`src/rtl/hazard_scoreboard.sv`:
```
// Pipeline hazard control: EX-stage forwarding, load-use stall, branch flush,
// and a per-register scoreboard for long-latency units that write back out of band.
module hazard_scoreboard #(
    parameter int ADDR_WIDTH      = 5,
    parameter int MAX_OUTSTANDING = 4,
    parameter int CNT_WIDTH       = $clog2(MAX_OUTSTANDING + 1)
) (
    input  logic                  clk,
    input  logic                  rst,
    input  logic [ADDR_WIDTH-1:0] Rs1D,
    input  logic [ADDR_WIDTH-1:0] Rs2D,
    input  logic [ADDR_WIDTH-1:0] RdD,
    input  logic                  RegWriteD,
    input  logic                  IsLongD,
    input  logic [ADDR_WIDTH-1:0] Rs1E,
    input  logic [ADDR_WIDTH-1:0] Rs2E,
    input  logic [ADDR_WIDTH-1:0] RdE,
    input  logic                  RegWriteE,
    input  logic                  IssueLongE,
    input  logic [1:0]            ResultSrcE,
    input  logic                  PCSrcE,
    input  logic [ADDR_WIDTH-1:0] RdM,
    input  logic [ADDR_WIDTH-1:0] RdW,
    input  logic                  RegWriteM,
    input  logic                  RegWriteW,
    input  logic                  LongDoneValid,
    input  logic [ADDR_WIDTH-1:0] LongDoneRd,
    output logic [1:0]            ForwardAE,
    output logic [1:0]            ForwardBE,
    output logic                  StallF,
    output logic                  StallD,
    output logic                  FlushD,
    output logic                  FlushE,
    output logic                  Busy,
    output logic                  ErrorSticky
);

    localparam int                   NUM_REGS = 2 ** ADDR_WIDTH;
    localparam logic [CNT_WIDTH-1:0] CNT_MAX  = CNT_WIDTH'(MAX_OUTSTANDING);

    logic [NUM_REGS-1:0]  pending_q, pending_d;
    logic [CNT_WIDTH-1:0] cnt_q, cnt_d;
    logic                 err_q, err_d;

    logic cnt_full, cnt_empty, cnt_inc, cnt_dec;
    logic load_stall, sb_stall, stall, issue_hit;

    function automatic logic [1:0] fwd_sel(
        input logic [ADDR_WIDTH-1:0] rs,
        input logic [ADDR_WIDTH-1:0] rd_m,
        input logic                  we_m,
        input logic [ADDR_WIDTH-1:0] rd_w,
        input logic                  we_w
    );
        logic [1:0] sel;
        sel = 2'b00;
        if (we_m && rd_m != '0 && rd_m == rs)
            sel = 2'b10;
        else if (we_w && rd_w != '0 && rd_w == rs)
            sel = 2'b01;
        return sel;
    endfunction

    // RegWriteE does not influence any control here; the main-pipe result is
    // forwarded once it reaches Memory/Writeback.
    logic unused_ok;
    assign unused_ok = RegWriteE;

    always_comb begin
        cnt_full  = (cnt_q == CNT_MAX);
        cnt_empty = (cnt_q == '0);
        // A completion on the same edge frees the slot the new issue takes.
        cnt_inc   = IssueLongE && (!cnt_full || LongDoneValid);
        cnt_dec   = LongDoneValid && !cnt_empty;

        pending_d = pending_q;
        if (LongDoneValid)
            pending_d[LongDoneRd] = 1'b0;
        if (IssueLongE && RdE != '0)
            pending_d[RdE] = 1'b1;
        pending_d[0] = 1'b0;

        cnt_d = cnt_q;
        case ({cnt_inc, cnt_dec})
            2'b10:   cnt_d = cnt_q + CNT_WIDTH'(1);
            2'b01:   cnt_d = cnt_q - CNT_WIDTH'(1);
            default: cnt_d = cnt_q;
        endcase

        err_d = err_q
              | (LongDoneValid && cnt_empty)
              | (IssueLongE && cnt_full && !LongDoneValid);
    end

    always_comb begin
        ForwardAE = fwd_sel(Rs1E, RdM, RegWriteM, RdW, RegWriteW);
        ForwardBE = fwd_sel(Rs2E, RdM, RegWriteM, RdW, RegWriteW);

        load_stall = (ResultSrcE == 2'b01) && RdE != '0 && (RdE == Rs1D || RdE == Rs2D);

        // Catches a dependency on the bit being set on this very edge.
        issue_hit = IssueLongE && RdE != '0
                  && (RdE == Rs1D || RdE == Rs2D || (RegWriteD && RdE == RdD));

        sb_stall = pending_q[Rs1D] || pending_q[Rs2D]
                || (RegWriteD && pending_q[RdD])
                || (IsLongD && cnt_full)
                || issue_hit;

        stall = load_stall || sb_stall;

        if (PCSrcE) begin
            StallF = 1'b0;
            StallD = 1'b0;
            FlushD = 1'b1;
            FlushE = 1'b1;
        end else begin
            StallF = stall;
            StallD = stall;
            FlushD = 1'b0;
            FlushE = stall;
        end

        Busy        = |pending_q;
        ErrorSticky = err_q;
    end

    always_ff @(posedge clk or negedge rst) begin
        if (!rst) begin
            pending_q <= '0;
            cnt_q     <= '0;
            err_q     <= 1'b0;
        end else begin
            pending_q <= pending_d;
            cnt_q     <= cnt_d;
            err_q     <= err_d;
        end
    end

endmodule

```
`config.mk`:
```
export PLATFORM = sky130hd
export DESIGN_NAME = hazard_scoreboard
export DESIGN_NICKNAME = d
export VERILOG_FILES = /design/src/rtl/hazard_scoreboard.sv
export SDC_FILE = /design/constraint.sdc
export NUM_CORES = 1
export LEC_CHECK = 0
export BUFFER_PORTS_ARGS = -buffer_cell sky130_fd_sc_hd__buf_2
export CAP_MARGIN = 15
export CORE_MARGIN = 1.5
export CORE_UTILIZATION = 45
export CTS_BUF_LIST = sky130_fd_sc_hd__clkbuf_2 sky130_fd_sc_hd__clkbuf_4 sky130_fd_sc_hd__clkbuf_8
export CTS_CLUSTER_SIZE = 28
export DETAILED_ROUTE_END_ITERATION = 10
export PLACE_DENSITY = 0.68
export SLEW_MARGIN = 25
export SYNTH_ARGS = -nofsm -noshare
export SYNTH_HDL_FRONTEND = slang
export SYNTH_SLANG_ARGS = --single-unit
```
`constraint.sdc`:
```
create_clock -name clk -period 4.1 [get_ports clk]
set_input_delay 1.025 -clock clk [delete_from_list [all_inputs] [get_ports clk]]
set_output_delay 1.025 -clock clk [all_outputs]
set_load 0.05 [all_outputs]
```
==> flow_summary.ini <==
[status]
status = complete, no violations

[synth]
netlist_top_cells_area = dfrtp_1, o21ai_0, xnor2_1, mux4_1, mux4_2
synth_common_cells = o21ai_0, dfrtp_1, xnor2_1
syn_inst = 312
synth_seq_area_share = 0.2919
synthFlopType = dfrtp_1
syn-cell-area_sq_um = 3000
ys_ff_latch = 35
yosysWarnings = 0
yosysTopAreaCellShare = 0.2919
syn_nets = 371
yosysMostFrequentCell = o21ai_0
yosysTopAreaCell = dfrtp_1
synth-edff-count = 0
ys_types = 53
avgSynthCellArea_sq_um = 9.617
ys_async_sr_fraction = 1.000

[pwr]
p_total_uw = 1321
p_leak_uw = 0.001417
ir_drop_v = 0.0002889
powerDensity_nw_per_um2 = 381.1

[clock_network]
cts_tree = built
clk_pin_slew_worst_paths_ps = 70
root_buffer = clkbuf_8
clk_path_buf_depth = 2
cts_resized = 0
cts_buffers = 5
cts_setup_buffers = 0
clk-insertion-delay-late_ps = 280
cts_sinks = 35
cts_max_level = 2
hold_buffers = 0

[detailed_routing]
wl_per_cell_um = 19.16
first_iter_violations = 334
drt-vias-per-instance = 6.314
wl_mm = 8.605
dr.pass1.iters = 5
drc = 0
vias = 2835
drtAntennaViolNets = 0

[sta]
min_period_ps = 3880
finalHoldViolations = 0
max_freq_ghz = 0.2577
rsz0062_at_grt = false
period_share = 0.9463
clock_skew_ps = 0.1182
tns_ps = 0
maxSlewViolCount = 0
setup_viol_count_final = 0
slew_headroom = 0.4715
tightest_slew_ps = 792.8

[placed_design]
dp.cells = 441
placed_cell_area_sq_um = 3363
port_buffers = 65
gp_congestion = 0.9573
dp_hpwl_mm = 6.534

[floorplanning]
num_rows = 29
coreArea_sq_um = 6386
die_h_um = 84.66
start_util = 0.4698
die_area_sq_um = 7166
die_w_um = 84.66
num_io_pins = 67

[layout]
fin_nets = 430
num_antenna_cells = 0
synthToLayoutAreaGrowth_pct = 15.55
fin_cells = 449
drive_above_1_share = 0.2796
final_core_util = 0.5429
fin_area_sq_um = 3467

[grt]
grt_max_degree = 36
grt_pass1_wl_mm = 13.92
overflow = 0
antenna_found_initial = 0
grt_pass1_vias = 2721
grtUsageTotal = 0.2476

[setup_path]
worstPathArrival_ps = 2850
path_class = input pin to output pin
cp_max_fo = 6
crit_path_end_kind = output pin
worstPathRequired_ps = 3070
r2r-end = cnt_q[2]
r2r_setup_slack_ps = 2060
reg2regPathDepth = 9
crit_path_start_kind = input pin
worstReg2RegStart = cnt_q[0]

[min_path]
min_to = ErrorSticky
hold_path_class = register to register
min_from = ErrorSticky
hold_depth = 1

[run]
max_cap_violations = 0
-- worst max path at each step --
stage             from     end  slack, ps
3_3_place_gp   Rs1D[1]  FlushE        210
6_report       Rs1D[1]  FlushE        220
3_5_place_dp   Rs1D[1]  FlushE        240
2_1_floorplan  Rs2D[0]  StallF        110
4_1_cts        Rs1D[1]  FlushE        230
5_1_grt        Rs1D[1]  FlushE         60
-- layout make-up --
type                            count  area, sq um
Clock buffer                        8        103.9
Timing Repair Buffer               69        355.3
Inverter                            8        30.03
Sequential cell                    35        875.8
Multi-Input combinational cell    252         2006
Fill cell                         611         2919
Tap cell                           77        96.34
-- report_power, final --
group	switching [uW]	internal [uW]
clock	121	160
sequential	132	435
combinational	244	230
-- metrics by stage --
stage | setup slack, ps | hold WS, ps
2_1_floorplan | 112.8 | 488.7
3_3_place_gp | 206.7 | 441.7
3_5_place_dp | 239.3 | 438.5
4_1_cts | 233.4 | 453.8
5_1_grt | 59.51 | 505.1
6_report | 220.2 | 451.4
-- kinds of logic after synthesis --
kind of cell / synth area share
compound gates: 0.1672
simple gates: 0.1843
buf+inv: 0.04796
mux: 0.1868
fa+ha+maj: 0.01084
flops: 0.2919
xor+xnor: 0.1109
-- sequential cells by signal, indices dropped and copies added (netlist names) --
name         flops
pending_q       31
ErrorSticky      1
cnt_q            3
-- metal layers --
metal	share of wire	global-route usage	wire length, um
met5	0	0	0
met4	0.015	0.08944	132
met3	0.091	0.04621	781
met2	0.46	0.3651	3921
met1	0.44	0.3642	3769
-- worst max-delay path, stage by stage --
cell and delay, ps:
buf_2 190, buf_4 190, mux2_2 340, a31oi_1 160
a211oi_1 100, nor4_1 290, and4b_1 280, nand2b_1 60
buf_2 200
-- layout by cell type (no fill, tap or decap), drive strengths merged, types with 8 or more instances in the layout --
cell type and count:
buf 69, clkbuf 8, dfrtp 35, inv 8
mux2i 14, mux4 14, nand2 11, nand3 10
nand3b 10, nor2 9, nor4 13, o21ai 66
xnor2 22, xor2 16
No activity file was read; power rests on OpenSTA's default activity.
